File: src/rtl/mac_lane_array_pkg.sv
`default_nettype none
// ============================================================================
// Module   : mac_lane_array_pkg
// Brief    : Shared types and helpers for the multi-lane MAC datapath.
// Revision : 1.0 - initial release
// ============================================================================

package mac_lane_array_pkg;

    typedef enum logic [1:0] {
        IDLE  = 2'd0,
        ACCUM = 2'd1,
        FLUSH = 2'd2,
        DRAIN = 2'd3
    } state_t;

    // Scaling arithmetic is carried out at this width; accumulators up to
    // 63 bits keep one bit of headroom for the rounding addend.
    localparam int CALC_W = 64;

    function automatic int lane_idx_width(input int nb_lanes);
        return (nb_lanes > 1) ? $clog2(nb_lanes) : 1;
    endfunction

    localparam int DEFAULT_LANE_IDX_W = lane_idx_width(4);

    function automatic logic signed [CALC_W-1:0] sat_scale(
        input logic signed [CALC_W-1:0] val,
        input int                       shift,
        input int                       out_w,
        input bit                       round_en
    );
        logic signed [CALC_W-1:0] v;
        logic signed [CALC_W-1:0] hi;
        logic signed [CALC_W-1:0] lo;
        v = val;
        if (round_en && (shift > 0)) begin
            v = v + (64'sd1 <<< (shift - 1));
        end
        v  = v >>> shift;
        hi = (64'sd1 <<< (out_w - 1)) - 64'sd1;
        lo = -(64'sd1 <<< (out_w - 1));
        if (v > hi) begin
            return hi;
        end
        if (v < lo) begin
            return lo;
        end
        return v;
    endfunction

endpackage

`default_nettype wire

File: src/rtl/mac_lane_array_lane.sv
`default_nettype none
// ============================================================================
// Module   : mac_lane
// Brief    : One MAC lane: registered signed product feeding a wrapping
//            accumulator with synchronous initial-value load.
// Revision : 1.0 - initial release
// ============================================================================

module mac_lane #(
    parameter int A_WIDTH   = 16,
    parameter int B_WIDTH   = 16,
    parameter int ACC_WIDTH = 32
) (
    input  logic                 clk,
    input  logic                 arst_n_in,
    input  logic                 load_init,
    input  logic [ACC_WIDTH-1:0] init_val,
    input  logic                 prod_load,
    input  logic [A_WIDTH-1:0]   a_in,
    input  logic [B_WIDTH-1:0]   b_in,
    input  logic                 accumulate,
    output logic [ACC_WIDTH-1:0] acc
);

    logic [ACC_WIDTH-1:0]        prod_q;
    logic [ACC_WIDTH-1:0]        prod_d;
    logic [ACC_WIDTH-1:0]        acc_q;
    logic [ACC_WIDTH-1:0]        acc_d;
    logic signed [ACC_WIDTH-1:0] a_ext;
    logic signed [ACC_WIDTH-1:0] b_ext;

    always_comb begin
        a_ext  = ACC_WIDTH'($signed(a_in));
        b_ext  = ACC_WIDTH'($signed(b_in));
        prod_d = prod_q;
        if (prod_load) begin
            // ACC_WIDTH >= A_WIDTH+B_WIDTH, so the low bits hold the exact product
            prod_d = a_ext * b_ext;
        end
        acc_d = acc_q;
        if (load_init) begin
            acc_d = init_val;
        end else if (accumulate) begin
            acc_d = acc_q + prod_q;
        end
    end

    always_ff @(posedge clk or negedge arst_n_in) begin
        if (!arst_n_in) begin
            prod_q <= '0;
            acc_q  <= '0;
        end else begin
            prod_q <= prod_d;
            acc_q  <= acc_d;
        end
    end

    assign acc = acc_q;

endmodule

`default_nettype wire

File: src/rtl/mac_lane_array.sv
`default_nettype none
// ============================================================================
// Module   : mac_lane_array
// Brief    : NB_LANES MAC lanes sharing a broadcast activation; results are
//            scaled, saturated and drained lane by lane on a valid/ready port.
//            Define MAC_LANE_ARRAY_ROUND_EN for round-half-up scaling.
// Revision : 1.0 - initial release
// ============================================================================

module mac_lane_array
    import mac_lane_array_pkg::*;
#(
    parameter int NB_LANES     = 4,
    parameter int A_WIDTH      = 16,
    parameter int B_WIDTH      = 16,
    parameter int ACC_WIDTH    = 32,
    parameter int OUT_WIDTH    = 16,
    parameter int OUTPUT_SCALE = 0,
    parameter int LEN_WIDTH    = 16
) (
    input  logic                                 clk,
    input  logic                                 arst_n_in,
    input  logic                                 start,
    input  logic [LEN_WIDTH-1:0]                 cfg_accum_len,
    input  logic                                 psum_use,
    input  logic [NB_LANES*ACC_WIDTH-1:0]        psum_in,
    output logic                                 busy,
    input  logic [A_WIDTH-1:0]                   a_input,
    input  logic                                 a_valid,
    output logic                                 a_ready,
    input  logic [NB_LANES*B_WIDTH-1:0]          b_input,
    input  logic                                 b_valid,
    output logic                                 b_ready,
    output logic [OUT_WIDTH-1:0]                 out,
    output logic                                 out_valid,
    input  logic                                 out_ready,
    output logic [lane_idx_width(NB_LANES)-1:0]  out_lane,
    output logic [ACC_WIDTH-1:0]                 out_acc
);

    localparam int c_lane_w = lane_idx_width(NB_LANES);
`ifdef MAC_LANE_ARRAY_ROUND_EN
    localparam bit c_round_en = 1'b1;
`else
    localparam bit c_round_en = 1'b0;
`endif

    state_t                 state_q;
    state_t                 state_d;
    logic [LEN_WIDTH-1:0]   len_q;
    logic [LEN_WIDTH-1:0]   len_d;
    logic [LEN_WIDTH-1:0]   count_q;
    logic [LEN_WIDTH-1:0]   count_d;
    logic [c_lane_w-1:0]    ptr_q;
    logic [c_lane_w-1:0]    ptr_d;
    logic                   prod_vld_q;
    logic                   prod_vld_d;

    logic                   start_fire;
    logic                   beat;
    logic                   last_beat;
    logic                   last_lane;
    logic [ACC_WIDTH-1:0]   lane_acc [NB_LANES];

    always_comb begin
        start_fire = (state_q == IDLE) && start;
        beat       = (state_q == ACCUM) && a_valid && b_valid;
        last_beat  = beat && (count_q == (len_q - LEN_WIDTH'(1)));
        last_lane  = (ptr_q == c_lane_w'(NB_LANES - 1));
    end

    genvar g;
    generate
        for (g = 0; g < NB_LANES; g++) begin : g_lane
            mac_lane #(
                .A_WIDTH   (A_WIDTH),
                .B_WIDTH   (B_WIDTH),
                .ACC_WIDTH (ACC_WIDTH)
            ) u_lane (
                .clk        (clk),
                .arst_n_in  (arst_n_in),
                .load_init  (start_fire),
                .init_val   (psum_use ? psum_in[g*ACC_WIDTH +: ACC_WIDTH] : '0),
                .prod_load  (beat),
                .a_in       (a_input),
                .b_in       (b_input[g*B_WIDTH +: B_WIDTH]),
                .accumulate (prod_vld_q),
                .acc        (lane_acc[g])
            );
        end
    endgenerate

    always_ff @(posedge clk or negedge arst_n_in) begin
        if (!arst_n_in) begin
            state_q    <= IDLE;
            len_q      <= '0;
            count_q    <= '0;
            ptr_q      <= '0;
            prod_vld_q <= 1'b0;
        end else begin
            state_q    <= state_d;
            len_q      <= len_d;
            count_q    <= count_d;
            ptr_q      <= ptr_d;
            prod_vld_q <= prod_vld_d;
        end
    end

    always_comb begin
        state_d = state_q;
        case (state_q)
            IDLE: begin
                if (start) begin
                    state_d = (cfg_accum_len != '0) ? ACCUM : FLUSH;
                end
            end
            ACCUM: begin
                if (last_beat) begin
                    state_d = FLUSH;
                end
            end
            FLUSH: state_d = DRAIN;
            DRAIN: begin
                if (out_ready && last_lane) begin
                    state_d = IDLE;
                end
            end
            default: state_d = IDLE;
        endcase
    end

    // Counters, latched length and the product-valid pipeline bit
    always_comb begin
        len_d      = len_q;
        count_d    = count_q;
        ptr_d      = ptr_q;
        prod_vld_d = beat;
        if (start_fire) begin
            len_d   = cfg_accum_len;
            count_d = '0;
        end else if (beat) begin
            count_d = count_q + LEN_WIDTH'(1);
        end
        if (state_q == FLUSH) begin
            ptr_d = '0;
        end else if ((state_q == DRAIN) && out_ready) begin
            ptr_d = last_lane ? '0 : ptr_q + c_lane_w'(1);
        end
    end

    always_comb begin
        busy      = (state_q != IDLE);
        a_ready   = (state_q == ACCUM);
        b_ready   = (state_q == ACCUM);
        out_valid = (state_q == DRAIN);
        out_lane  = ptr_q;
        out_acc   = lane_acc[ptr_q];
        out       = OUT_WIDTH'(sat_scale(CALC_W'($signed(lane_acc[ptr_q])),
                                         OUTPUT_SCALE, OUT_WIDTH, c_round_en));
    end

endmodule

`default_nettype wire

File: config.mk
export PLATFORM = sky130hd
export DESIGN_NAME = mac_lane_array
export DESIGN_NICKNAME = d
export VERILOG_FILES = /design/src/rtl/mac_lane_array_pkg.sv /design/src/rtl/mac_lane_array_lane.sv /design/src/rtl/mac_lane_array.sv
export SDC_FILE = /design/constraint.sdc
export NUM_CORES = 2
export LEC_CHECK = 0
export ABC_AREA = 0
export BUFFER_PORTS_ARGS = -buffer_cell sky130_fd_sc_hd__buf_2
export CORE_MARGIN = 2
export CORE_UTILIZATION = 43
export CTS_BUF_LIST = sky130_fd_sc_hd__clkbuf_2
export DETAILED_ROUTE_END_ITERATION = 10
export PLACE_DENSITY = 0.66
export SETUP_SLACK_MARGIN = 0.15
export SYNTH_ARGS = -nofsm -noshare
export SYNTH_HDL_FRONTEND = slang
export SYNTH_HIERARCHICAL = 1
export SYNTH_SLANG_ARGS = --single-unit
File: constraint.sdc
create_clock -name clk -period 3.07 [get_ports clk]
set_input_delay 0.4605 -clock clk [delete_from_list [all_inputs] [get_ports clk]]
set_output_delay 0.4605 -clock clk [all_outputs]
set_load 0.1 [all_outputs]
==> Yosys cells after proc, flatten, opt, wreduce, memory -nomap -nowiden <==
Cells that the tools add are included.
{ "classes": {"mul": 4, "muxes": 32, "add_sub_neg": 7, "n_lt_le_gt_ge": 3, "n_bitwise": 1, "reduce_logical": 13, "eq_ne": 8} }
{ "op_table": {"columns": ["op", "n"], "rows": [
  ["two-way mux 32 bit", 14],
  ["adder 32 bit", 4],
  ["multiplier 16 x 16 -> 32 bit", 4],
  ["two-way mux 16 bit", 6],
  ["binary-select mux 32 bit (select 2 bit)", 1],
  ["> comparator 32 x 16 -> 1 bit (second input constant)", 1],
  ["less-than comparator 32 x 16 -> 1 bit (second input constant)", 1],
  ["adder 16 x 1 -> 16 bit (second input constant)", 1],
  ["== test 16 bit", 1],
  ["nonzero test 16 bit", 1],
  ["subtractor 16 x 1 -> 16 bit (second input constant)", 1],
  ["two-way mux 2 bit", 7],
  ["case mux 2 bit (4 select lines)", 1],
  ["nonzero test 2 bit", 4],
  ["== test 2 bit (second input constant)", 3],
  ["logical AND 1 bit", 6],
  ["inequality test 2 x 1 -> 1 bit (second input constant)", 2],
  [">= comparator 3 bit (second input constant)", 1],
  ["two-way mux 1 bit", 3],
  ["NOT 2 -> 3 bit", 1],
  ["AND reduction 3 bit", 1],
  ["adder 2 x 1 -> 2 bit (second input constant)", 1],
  ["== test 2 x 1 -> 1 bit (second input constant)", 1],
  ["zero test 2 bit", 1],
  ["inequality test 2 bit (second input constant)", 1]
]} }
{ "word_totals": {"out_inout_bits": 54, "wordCells": 81, "reg_bits": 293} }

==> Logic depth before layout (Yosys ltp) <==
{ "depth": {"ltp_word": 9, "ltp_mapped": 25} }

==> Cells and area by module <==
Netlist, hierarchy kept.
{ "by_module_without_submodules": {"columns": ["module", "area_each_um2", "seq_area_each_um2", "cells_per_inst", "n_inst"], "rows": [
  ["mac_lane at g_lane[0].u_lane", 14296.2, 1601.5, 1584, 1],
  ["mac_lane at g_lane[1].u_lane", 14048.5, 1601.5, 1532, 1],
  ["mac_lane at g_lane[3].u_lane", 14018.4, 1601.5, 1537, 1],
  ["mac_lane at g_lane[2].u_lane", 14005.9, 1601.5, 1545, 1],
  ["mac_lane_array", 4302.9, 925.9, 479, 1]
]} }

==> Least setup slack after synthesis <==
OpenSTA, ideal clock, no wires.
{ "synth_timing": {"path_kind": "input -> register", "from": "input port a_input[15]", "to": "register g_lane[3].u_lane.prod_q[30]", "stages": 20, "path_buffers": 1, "path_slack_ns": -3.257, "arrival_time_ns": 6.202, "cell_sequence": "clkbuf_1 -> nand2_1 -> fa_1 -> inv_1 -> fa_1 -> inv_1 -> fa_1 -> fa_1 -> fa_1 -> fa_1 -> inv_1 -> ha_1 -> nand4_1 -> nor2_1 -> or4b_2 -> o32ai_1 -> o41ai_1 -> o21ai_0 -> xor2_1 -> mux2_2"} }
{ "synth_via": {"elab_chain_cells": 1} }
{ "synth_rtl": {"columns": ["item", "line_no", "rtl"], "rows": [
  ["start, declared", "mac_lane_array.sv:28", "input logic [A_WIDTH-1:0] a_input,"],
  ["multiplier 16 x 16 -> 32 bit", "mac_lane_array_lane.sv:38", "prod_d = a_ext * b_ext;"],
  ["end signal, assigned", "mac_lane_array_lane.sv:53", "prod_q <= prod_d;"],
  ["end, declared", "mac_lane_array_lane.sv:25", "logic [ACC_WIDTH-1:0] prod_q;"]
]} }
Every way passes these cells.
A chain may end at the register's enable or synchronous reset.

==> Final worst setup path <==
{ "layout_timing": {"from": "input port a_input[15]", "to": "register g_lane[0].u_lane.prod_q[23]"} }
{ "layout_via": {"elab_chain_cells": 1} }
{ "layout_rtl": {"columns": ["item", "line_no"], "rows": [
  ["multiplier 16 x 16 -> 32 bit", "mac_lane_array_lane.sv:38"],
  ["end signal, assigned", "mac_lane_array_lane.sv:53"],
  ["end, declared", "mac_lane_array_lane.sv:25"]
]} }
Every way passes these cells.

==> out/results.ini <==
[placed_design]
hpwl_mm=160.3
place_inst=9368
io_buffers=284
pre_cts_ws_ns=-3.259
gp_congestion=0.9650

[sta]
setup_ws_ns=-2.195
slew_headroom_pct=37.27
rsz0062_at_grt=true
period_share_pct=171.5
tightest_slew_ns=0.9410
slew_violations=0
period_needed_ns=5.265
hold_ws_ns=0.1140
hold_viol=0
final-setup-viol-count=160
fmax_mhz=189.9
fin_skew_ns=0.2214

[finish]
syn2layout_area_growth_pct=30.35
layout-drive-gt1-share_pct=26.95
final_nets=9659
multiInputGateArea_um2=50750
seqCellArea_um2=7343
fill_cells=12030
fin_cells=9865

[synthesis]
yosysTopAreaCell=fa_1
netlist_top_cells_area=fa_1 (35%), dfrtp_1 (12%), ha_1 (9.5%), inv_1 (8.4%), and2_1 (6.4%)
async_flop_share_pct=100.0
synth_most_common_cell=inv_1
ys_warn_count=6
yosys-top-cells-count=inv_1 (1357), fa_1 (1052), nand2_1 (727)
synthCells=6677
synth_edf_count=0
syn_area_per_cell_um2=9.087
ys_seq_elements=293
ys_types=116
synthFlopType=dfrtp_1
synth_top_area_share_pct=34.71
syn-cell-area_um2=60670
seq_area_frac_synth_pct=12.08
syn-num-nets=8420

[die]
die_h_um=379.6
fp-row-count=137
io_pins=285
coreArea_um2=139700
fp.dieW_um=379.6
die_area_um2=144100
initial_utilization_pct=43.43

[setup_path]
path_cells=buf_12 -> buf_8 -> buf_12 -> and2_4 -> fa_1 -> inv_2 -> fa_1 -> inv_2 -> fa_1 -> fa_1 -> fa_1 -> inv_2 -> fa_1 -> inv_2 -> ha_4 -> and3_4 -> o21a_1 -> a311oi_2 -> a21bo_2 -> a21o_1 -> a21oi_2 -> xnor2_1 -> mux2_4
slowest_delay_ns=0.53
cp_top_family=adder cells
crit_cells=23
arrival_ns=6.10
critPathLaunchType=primary input
worstPathMaxFanout=8
crit_top_cell=fa_1
critPathCaptureType=register
slowest_stage=fa_1
crit_buf_inv=7
crit_type=primary input to register
crit_required_ns=3.91
r2r_slack_ns=-0.06
rr_worst_depth=12

[detailed_routing]
drt_pass1_iterations=6
vias=52000
drtIter0Drc=3477
wl_mm=209.9
drc=0
routedWlPerCell_um=21.28
viasPerCell=5.271
final_antenna_net_count=0

[clock_network]
ctsHtreeMaxLevel=3
numCtsBuffers=85
clockRootBuffer=clkbuf_2
insertion_delay_ns=1.16
cts_tree=done
clk_pin_slew_ns=0.09
clock_sinks=293
clock_path_buffers=3

[outcome]
status=finished, violations left
violations=negative setup slack

[run]
drv_cap=0

[global_routing]
overflow=0
grt_pass1_wl_mm=316.6
gr-usage-all-layers_pct=28.36
antenna_found_initial=32
grt_max_degree=88
grt_pass1_vias=55660

[worst_hold_path]
hold_class=primary input to register
hold_path_depth=5

## area by class of cell
type,instances,share of cell area (%)
Antenna cell,11,0.03481
Clock buffer,124,0.7847
Clock inverter,25,0.2152
Inverter,1359,6.468
Multi-Input combinational cell,4790,64.17
Sequential cell,293,9.285
Tap cell,1876,2.968
Timing Repair Buffer,1387,16.08
## worst paths after layout
kind / end / start
max: g_lane[0].u_lane/prod_q[23]$_DFFE_PN0P_ / a_input[15]
min: len_q[13]$_DFFE_PN0P_ / start
max reg2reg: g_lane[3].u_lane/acc[30]$_DFFE_PN0P_ / g_lane[3].u_lane/prod_q[0]$_DFFE_PN0P_
min reg2reg: g_lane[2].u_lane/prod_q[11]$_DFFE_PN0P_ / g_lane[2].u_lane/prod_q[11]$_DFFE_PN0P_
max in group asynchronous: g_lane[1].u_lane/acc[24]$_DFFE_PN0P_ / arst_n_in
min in group asynchronous: g_lane[0].u_lane/acc[25]$_DFFE_PN0P_ / arst_n_in
## tightest hold or removal path: stages
cell	delay [ns]
buf_2	0.09
nand2_1	0.22
buf_4	0.27
nand2_1	0.07
nand2_1	0.06
## layer usage
layer  vias up  GRT usage (%)  share of wire (%)
met5         -              0              0.033
met4        12          9.621                4.7
met3       411          7.523                9.7
met2      1857          44.71                 44
met1     26280          37.77                 41
li1      23440              -                  -
## state kept, by name, indices dropped and copies added, names as in the netlist
name and cells:
g_lane.u_lane/acc 128, g_lane.u_lane/prod_q 128, count_q 16, len_q 16, out_lane 2, state_q 2, prod_vld_q 1
## stage by stage
stage | setup TNS (ns) | util [%] | cell area [µm²]
floorplan | -213.59 | - | 63590
global placement | -285.10 | 51.63 | 72130
detailed placement | -290.19 | 51.63 | 72130
CTS | -188.15 | 55.02 | 76870
global route | -215.34 | 56.60 | 79070
finish | -201.71 | 56.61 | 79080
## cell families after synthesis
logic type | share of synthesized area, %
AOI/OAI and AO/OA | 9.808
xor gates and xnor gates | 3.681
adders and majority gates | 44.20
buffers and inverters | 10.00
DFF | 12.08
muxes | 4.215
and+or+nand+nor | 16.01
## cells in the final DEF (no fill, tap or decap), types with 36 or more instances in the layout
cell type | Yosys | routed
fa_1 | 1052 | 995
dlygate4sd3_1 | 0 | 177
nor2_1 | 223 | 207
fa_2 | 0 | 57
mux2_4 | 3 | 37
nor3_1 | 51 | 39
ha_1 | 460 | 344
mux2_2 | 92 | 58
buf_12 | 1 | 94
dfrtp_1 | 293 | 290
nand2b_1 | 42 | 41
xor2_1 | 77 | 75
o21ai_0 | 218 | 187
nand3_1 | 58 | 53
buf_4 | 3 | 729
and2_1 | 623 | 543
inv_2 | 1 | 109
o21a_1 | 41 | 36
xnor2_1 | 178 | 172
a21oi_1 | 207 | 158
mux2i_1 | 71 | 71
inv_1 | 1357 | 1246
clkbuf_2 | 2 | 124
buf_6 | 2 | 82
ha_4 | 0 | 105
a21oi_2 | 3 | 37
a21o_1 | 93 | 80
and2_4 | 0 | 80
buf_2 | 10 | 241
nand2_1 | 727 | 680
## what timing repair did
item                       4_1_cts  5_1_grt
pin swaps                      128      212
setup endpoints to repair      177      199
gates resized for setup        298      317
buffers inserted                57       72
hold buffers                   178        0
gates cloned                    14       16
hold endpoints to repair       454        0
Power is left out: the tool's default activity adds up to more than one toggle a clock period on the data nets, which glitch-free logic cannot reach.
